`config.mk`:
```
export PLATFORM = sky130hd
export DESIGN_NAME = daf_sequencer
export DESIGN_NICKNAME = d
export VERILOG_FILES = /design/src/rtl/daf_pkg.sv /design/src/rtl/daf_addr_ctr.sv /design/src/rtl/daf_sequencer.sv
export SDC_FILE = /design/constraint.sdc
export NUM_CORES = 1
export LEC_CHECK = 0
export CORE_MARGIN = 5
export CORE_UTILIZATION = 55
export CTS_BUF_LIST = sky130_fd_sc_hd__clkbuf_8
export CTS_CLUSTER_DIAMETER = 30
export DETAILED_ROUTE_END_ITERATION = 7
export PLACE_DENSITY = 0.83
export SYNTH_ARGS = -nofsm -noshare
export SYNTH_HDL_FRONTEND = slang
export SYNTH_SLANG_ARGS = --single-unit
export TNS_END_PERCENT = 50
```
`constraint.sdc`:
```
create_clock -name tb_clk -period 4.32 [get_ports tb_clk]
set_input_delay 0.864 -clock tb_clk [delete_from_list [all_inputs] [get_ports tb_clk]]
set_output_delay 0.864 -clock tb_clk [all_outputs]
set_load 0.1 [all_outputs]
```
`src/rtl/daf_pkg.sv`:
```
// daf_pkg: sequencer state encoding, stage index constants and frame budget
package daf_pkg;
  typedef enum logic [2:0] {IDLE, SCAN, WAIT, COMMIT, CLEAR, DUMP} state_t;
  localparam int STG_FLANGER  = 0;
  localparam int STG_AMPCLP   = 1;
  localparam int STG_AMPCOM   = 2;
  localparam int STG_FADER    = 3;
  localparam int FRAME_CYCLES = 31;
endpackage

```
`src/rtl/daf_addr_ctr.sv`:
```
// daf_addr_ctr: ADDR_W wrap counter (clk_i, n_rst_i, clr_i beats inc_i; cnt_o)
module daf_addr_ctr #(
  parameter int ADDR_W = 10
) (
  input  logic              clk_i,
  input  logic              n_rst_i,
  input  logic              clr_i,
  input  logic              inc_i,
  output logic [ADDR_W-1:0] cnt_o
);
  logic [ADDR_W-1:0] cnt_q, cnt_d;
  always_comb cnt_d = clr_i ? '0 : inc_i ? cnt_q + ADDR_W'(1) : cnt_q;
  always_ff @(posedge clk_i) cnt_q <= !n_rst_i ? '0 : cnt_d;
  assign cnt_o = cnt_q;
endmodule

```
`src/rtl/daf_sequencer.sv`:
```
// daf_sequencer: per-sample DAF stage sequencer and delay-memory controller (in: clock, n_rst, sample/mode/done/mem cmds; out: stage_go, out_load, mem_*, wr_ptr, busy, overrun)
module daf_sequencer
  import daf_pkg::*;
#(
  parameter int ADDR_W = 10
) (
  input  logic              tb_clk,
  input  logic              tb_n_rst,
  input  logic              sample_valid,
  input  logic [3:0]        swch_mode_en,
  input  logic [3:0]        stage_done,
  input  logic              mem_clr,
  input  logic              mem_init,
  input  logic              mem_dump,
  output logic [3:0]        stage_go,
  output logic              out_load,
  output logic [ADDR_W-1:0] mem_addr,
  output logic              mem_we,
  output logic              mem_wzero,
  output logic              mem_re,
  output logic [ADDR_W-1:0] wr_ptr,
  output logic              busy,
  output logic              overrun
);
  state_t            state_q, state_d;
  logic [1:0]        idx_q, idx_d;
  logic [3:0]        mode_q, mode_d;
  logic              overrun_q, overrun_d;
  logic              wp_clr, wp_inc, cnt_clr, cnt_inc, cnt_last;
  logic [ADDR_W-1:0] cnt;
  daf_addr_ctr #(.ADDR_W(ADDR_W)) u_wp (
    .clk_i(tb_clk), .n_rst_i(tb_n_rst), .clr_i(wp_clr), .inc_i(wp_inc), .cnt_o(wr_ptr)
  );
  daf_addr_ctr #(.ADDR_W(ADDR_W)) u_cnt (
    .clk_i(tb_clk), .n_rst_i(tb_n_rst), .clr_i(cnt_clr), .inc_i(cnt_inc), .cnt_o(cnt)
  );
  assign cnt_last  = &cnt;
  assign stage_go  = (state_q == SCAN && mode_q[idx_q]) ? 4'(1 << idx_q) : 4'b0;
  assign out_load  = state_q == COMMIT;
  assign mem_we    = state_q == COMMIT || state_q == CLEAR;
  assign mem_wzero = state_q == CLEAR;
  assign mem_re    = state_q == DUMP;
  assign mem_addr  = (state_q == CLEAR || state_q == DUMP) ? cnt : wr_ptr;
  assign busy      = state_q != IDLE;
  assign overrun   = overrun_q;
  assign wp_inc    = state_q == COMMIT;
  assign cnt_inc   = state_q == CLEAR || state_q == DUMP;
  always_comb begin
    state_d   = state_q;
    idx_d     = idx_q;
    mode_d    = mode_q;
    overrun_d = overrun_q | (sample_valid & busy);
    wp_clr    = 1'b0;
    cnt_clr   = 1'b0;
    case (state_q)
      IDLE: begin
        if (mem_clr) begin
          cnt_clr = 1'b1;
          state_d = CLEAR;
        end else if (mem_dump) begin
          cnt_clr = 1'b1;
          state_d = DUMP;
        end else if (mem_init) begin
          wp_clr = 1'b1;
        end else if (sample_valid) begin
          mode_d  = swch_mode_en;
          idx_d   = 2'(STG_FLANGER);
          state_d = SCAN;
        end
      end
      SCAN: begin
        idx_d   = mode_q[idx_q] ? idx_q : idx_q + 2'd1;
        state_d = mode_q[idx_q] ? WAIT : (idx_q == 2'(STG_FADER)) ? COMMIT : SCAN;
      end
      WAIT: if (stage_done[idx_q]) begin
        idx_d   = idx_q + 2'd1;
        state_d = (idx_q == 2'(STG_FADER)) ? COMMIT : SCAN;
      end
      COMMIT: state_d = IDLE;
      CLEAR: if (cnt_last) begin
        wp_clr    = 1'b1;
        overrun_d = 1'b0;
        state_d   = IDLE;
      end
      DUMP: state_d = cnt_last ? IDLE : DUMP;
      default: state_d = IDLE;
    endcase
    if (mem_clr && (state_q == SCAN || state_q == WAIT)) begin
      cnt_clr = 1'b1;
      state_d = CLEAR;
    end
  end
  always_ff @(posedge tb_clk) begin
    if (!tb_n_rst) begin
      state_q   <= IDLE;
      idx_q     <= '0;
      mode_q    <= '0;
      overrun_q <= 1'b0;
    end else begin
      state_q   <= state_d;
      idx_q     <= idx_d;
      mode_q    <= mode_d;
      overrun_q <= overrun_d;
    end
  end
endmodule

```
# Word-level counts from Yosys, hierarchy flattened
# Cells that the tools add are included.
[totals]
out_inout_bits = 30
word_cells = 88
ff_bits = 30
inputBits = 14
[op_classes]
shift = 1
add_sub_neg = 3
reduce_logical = 16
n_eq_ne = 19
muxes = 35
order_cmp = 1
bitwise = 6
[op_table]
columns = ["op", "n"]
rows = [
  ["2-to-1 mux 3 bit", 9],
  ["adder 10 x 1 -> 10 bit (second input constant)", 2],
  ["case mux 3 bit (5 select lines)", 1],
  ["2-to-1 mux 2 bit", 7],
  ["2-to-1 mux 1 bit", 12],
  ["!= test 2 bit (second input constant)", 6],
  ["2-to-1 mux 10 bit", 1],
  ["!= test 5 bit (second input constant)", 2],
  ["AND reduction 10 bit", 1],
  ["!= test 4 bit (second input constant)", 2],
  ["AND reduction 4 bit", 2],
  ["AND reduction 7 bit", 1],
  ["== test 3 x 2 -> 1 bit (second input constant)", 2],
  ["== test 3 bit (second input constant)", 2],
  ["case mux 2 bit (3 select lines)", 1],
  ["nonzero test 3 bit", 2],
  ["OR reduction 2 bit", 3],
  ["AND reduction 5 bit", 1],
  ["binary-select mux 1 bit (select 2 bit)", 2],
  ["2-to-1 mux 4 bit", 1],
  ["NOT 1 bit", 4],
  ["left shift 1 x 2 -> 4 bit (first input constant)", 1],
  ["== test 3 x 1 -> 1 bit (second input constant)", 1],
  ["zero test 3 bit", 1],
  ["11 further kinds", 14],
]

# Logic depth before layout (Yosys ltp)
[logic_depth]
word_depth = 6
depth_mapped = 6
depth_no_buf = 5

# Hierarchy
# A second synthesis with hierarchy kept.
[hier_totals]
cells_unflattened = 228
hier_area_um2 = 1816.7
[modules_own_cells]
columns = ["mod", "area_each_um2", "seq_area_each_um2", "n_inst", "cells_per_inst"]
rows = [
  ["daf_addr_ctr", 462.9, 200.2, 2, 50],
  ["daf_sequencer", 890.9, 200.2, 1, 128],
]

# Worst setup path after synthesis
# Ideal clock, no wire load.
[synth_timing]
path_type = "reg2out"
start = "reg u_wp.cnt_q[9], in the netlist u_wp.cnt_o[9]"
end = "out mem_addr[9]"
setup_slack_ps = 207
path_buffers = 0
arrival_time_ps = 3249
required_ps = 3456
path_stages_with_launch = 3
path_cell_list = "dfxtp_1 > inv_1 > o21ai_0"
[synth_via]
elab_chain_len = 1
[synth_rtl]
columns = ["item", "line", "source"]
rows = [
  ["start, declared", "daf_addr_ctr.sv:11", "logic [ADDR_W-1:0] cnt_q, cnt_d;"],
  ["start signal, assigned", "daf_addr_ctr.sv:13", "always_ff @(posedge clk_i) cnt_q <= !n_rst_i ? '0 : cnt_d;"],
  ["2-to-1 mux 10 bit", "daf_sequencer.sv:43", "assign mem_addr = (state_q == CLEAR || state_q == DUMP) ? cnt : wr_ptr;"],
  ["end, declared", "daf_sequencer.sv:17", "output logic [ADDR_W-1:0] mem_addr,"],
]
# Every way passes these cells.

# Worst setup path after layout
[layout_timing]
start = "reg state_q[0]"
end = "out stage_go[0]"
[layout_via]
elab_chain_len = 3
[layout_rtl]
columns = ["item", "line", "source"]
rows = [
  ["start, declared", "daf_sequencer.sv:25", "state_t state_q, state_d;"],
  ["start signal, assigned", "daf_sequencer.sv:100", "state_q <= state_d;"],
  ["== test 3 x 1 -> 1 bit", "daf_sequencer.sv:38", "assign stage_go = (state_q == SCAN && mode_q[idx_q]) ? 4'(1 << idx_q) : 4'b0;"],
  ["logical AND 1 bit", "daf_sequencer.sv:38", ""],
  ["2-to-1 mux 4 bit", "daf_sequencer.sv:38", ""],
  ["end, declared", "daf_sequencer.sv:15", "output logic [3:0] stage_go,"],
]
# Every way passes these cells.

==> impl_results.md <==
- Status: completed
- CP arrival: roughly 2.7 ns
- RSZ-0062 raised after global routing: false
- Syn. warnings: 0
- Synthesized cell area: around 1800 um^2
- Share of layout cells above drive strength 1: between 10% and 20%
- Hold_buf cts: 0
- First-pass GRT wire length: around 7500 um
- Worst-path cell chain: nor2b_1, and3_1, and2_1, clkdlybuf4s50_1
- Max cap viols: 0
- Core ar.: between 3000 and 4000 um^2
- Crit path max fanout: 14
- Critical path buffers and inverters: 1
- Top Layer Used: met4
- Die height: 67.9 um
- Critical Path RT: roughly 3.5 ns
- Met3 WL: 207 um
- Iteration-0 DRC Markers: 159
- Tcrit/Tclk final: between 80 and 90%
- Die Area: approximately 4600 um^2
- Clock buffer depth: 2
- Layout area overhead: 27.3%
- Worst setup margin: 0.744 ns
- Slowest CP cell: clkdlybuf4s50_1
- DP Wirelength: between 3000 and 4000 um
- Setup crit end kind: output port
- Final hold viol count: 0
- Via-to-Cell Ratio: between 5 and 6
- ANT cells: 0
- Clk_lat worst skew: 0.28 ns
- Gpl congestion: roughly 0.80
- Initial antenna violation count: 0
- Initial core utilization: 56.2%
- Min-Delay Path Class: flip-flop to flip-flop
- Input/output buffers: 43
- DRT met1 WL: between 2000 and 2500 um
- Worst-Margin Slew: just under 1 ns
- Met2 routed WL: between 2000 and 2500 um
- Worst-case hold slack: about 0.5 ns
- IO Pins: 44
- Vias in the first global route: 1617
- Seq cells post-synth: 30
- Share of flip-flops with an asynchronous set or reset: 0%
- Overflow after GRT: 0
- Via count: about 1700
- EDFF count, synth: 0
- Seq/Total Area, Yosys: between 30% and 40%
- P_leak: about 0.93 nW
- Pwr/cell area: just under 300 nW/um^2
- CTS clk-pin slew, worst paths: 0.06 ns
- Final net count: approximately 270
- Mapped Cells: 210
- Largest net degree at the start of global routing: 17
- FMAX: 0.280 GHz
- Setup TNS: 0 ns
- Tot Pwr: 680 uW
- GRT Util Overall: a little over a fifth
- Clock sinks: 30
- Top_reg_cell synth: dfxtp_1
- Antenna-violating nets left: 0
- Avg Cell Area, Syn: 8.79 um^2
- Clk root buf: clkbuf_8
- Drt first pass iters: 4
- Startpoint Class: flip-flop
- Placement Setup Slack: approximately 1.0 ns
- Post-CTS Setup Inserts: 0
- Slew Viols, Final: 0
- Slowest stage delay, CP: between 1 and 1.5 ns
- Final Setup Violations: 0
- Drt wl/cell: between 10 and 15 um
- Cts bufs inserted: 5
- Row count: 21
- Relative slew margins: approximately a third
- Final WL: around 4500 um
- CTS H-tree depth: 2
- Post-cts gate resize count: 0
- DRC errors left: 0
- Post-synth cell types: between 40 and 50
- Final Util: 71.6%
- Crit path time final: roughly 3.6 ns
- Crit-path leading delay family: buffers and inverters
- Synthesized net count: 230
- Clock Skew: 0.00813 ns
- Kind of critical path: flip-flop to output port
- VDD IR max: ~0.22 mV
- Die width: 67.9 um
- CTS tree: yes
- Most frequent cells in the layout: dfxtp_1, clkdlybuf4s50_1, nor2_1, nor3_1
[state kept, by name, indices dropped and copies added, names as in the netlist]
signal	count
u_cnt.cnt_o	10
u_wp.cnt_o	10
mode_q	4
state_q	3
idx_q	2
overrun	1
[final timing paths]
check             startpoint  slack, ns             to  cells past startpoint
hold / removal       overrun       0.50        overrun                      2
setup / recovery  state_q[0]       0.74    stage_go[0]                      4
hold reg to reg      overrun       0.50        overrun                      2
setup reg to reg  state_q[2]       2.26  u_wp.cnt_o[6]                      4
[final cells by class]
type,count,area [um^2]
sequential,30,601
timing repair buffer,44,405
tap,46,57.6
inverter,10,37.5
fill,276,933
multi-input combinational,160,1160
clock inverter,2,8.76
clock buffer,6,82.6
[stage by stage]
step	area, um^2	cells
after global routing	2350	298
after global placement	2260	290
after detailed placement	2260	290
after CTS	2350	298
after floorplan	1850	210
final	2350	298
[cell usage after synthesis, types with 2 or more instances]
library cell  number  area share, %
a221o_1            2            1.1
nor3_1            15            4.1
o21ai_0            2           0.54
a21oi_1            6            1.6
o211ai_1           2           0.81
nand2b_1           7            2.4
ha_1               6            4.1
inv_1             10            2.0
mux2i_1            8            4.3
nor2b_1            5            1.7
and2_1             5            1.7
xor2_1             9            4.3
nand3b_1           3            1.2
nor2_1            18            3.7
o32ai_1            2           0.95
nand2_1           14            2.8
xnor2_1            8            3.8
nand4_1            5            1.7
dfxtp_1           30             33
and3_1             2           0.68
and4b_1            2            1.1
clkbuf_1           7            1.4
mux4_2             2            2.4
nand3_1            6            1.6
a31o_2             2           0.95
mux2_2             9            5.5
[metal layers]
metal	global-route usage [%]	vias to the layer above
li1	-	831
met1	27.6	813
met2	34.4	35
met3	5.91	5
met4	8.19	0
met5	0	-
[tightest hold or removal path, stage by stage, from the launching register on]
cell,delay [ns]
dfxtp_1,0.34
a21oi_1,0.05
nor2_1,0.08
[report_power, final]
part	total [mW]	internal, mW	switching, mW
registers	0.295	0.283	0.0127
clock network	0.226	0.126	0.0997
logic	0.159	0.0551	0.104
total	0.680	0.464	0.216
[cell families after synthesis]
family | synth area share, %
simple gates | 26.2
flops | 32.5
compound gates | 12.2
buf+inv | 4.74
mux | 12.3
xor+xnor | 8.06
fa+ha+maj | 4.06
Note: power is estimated with default switching activity, not from simulation.
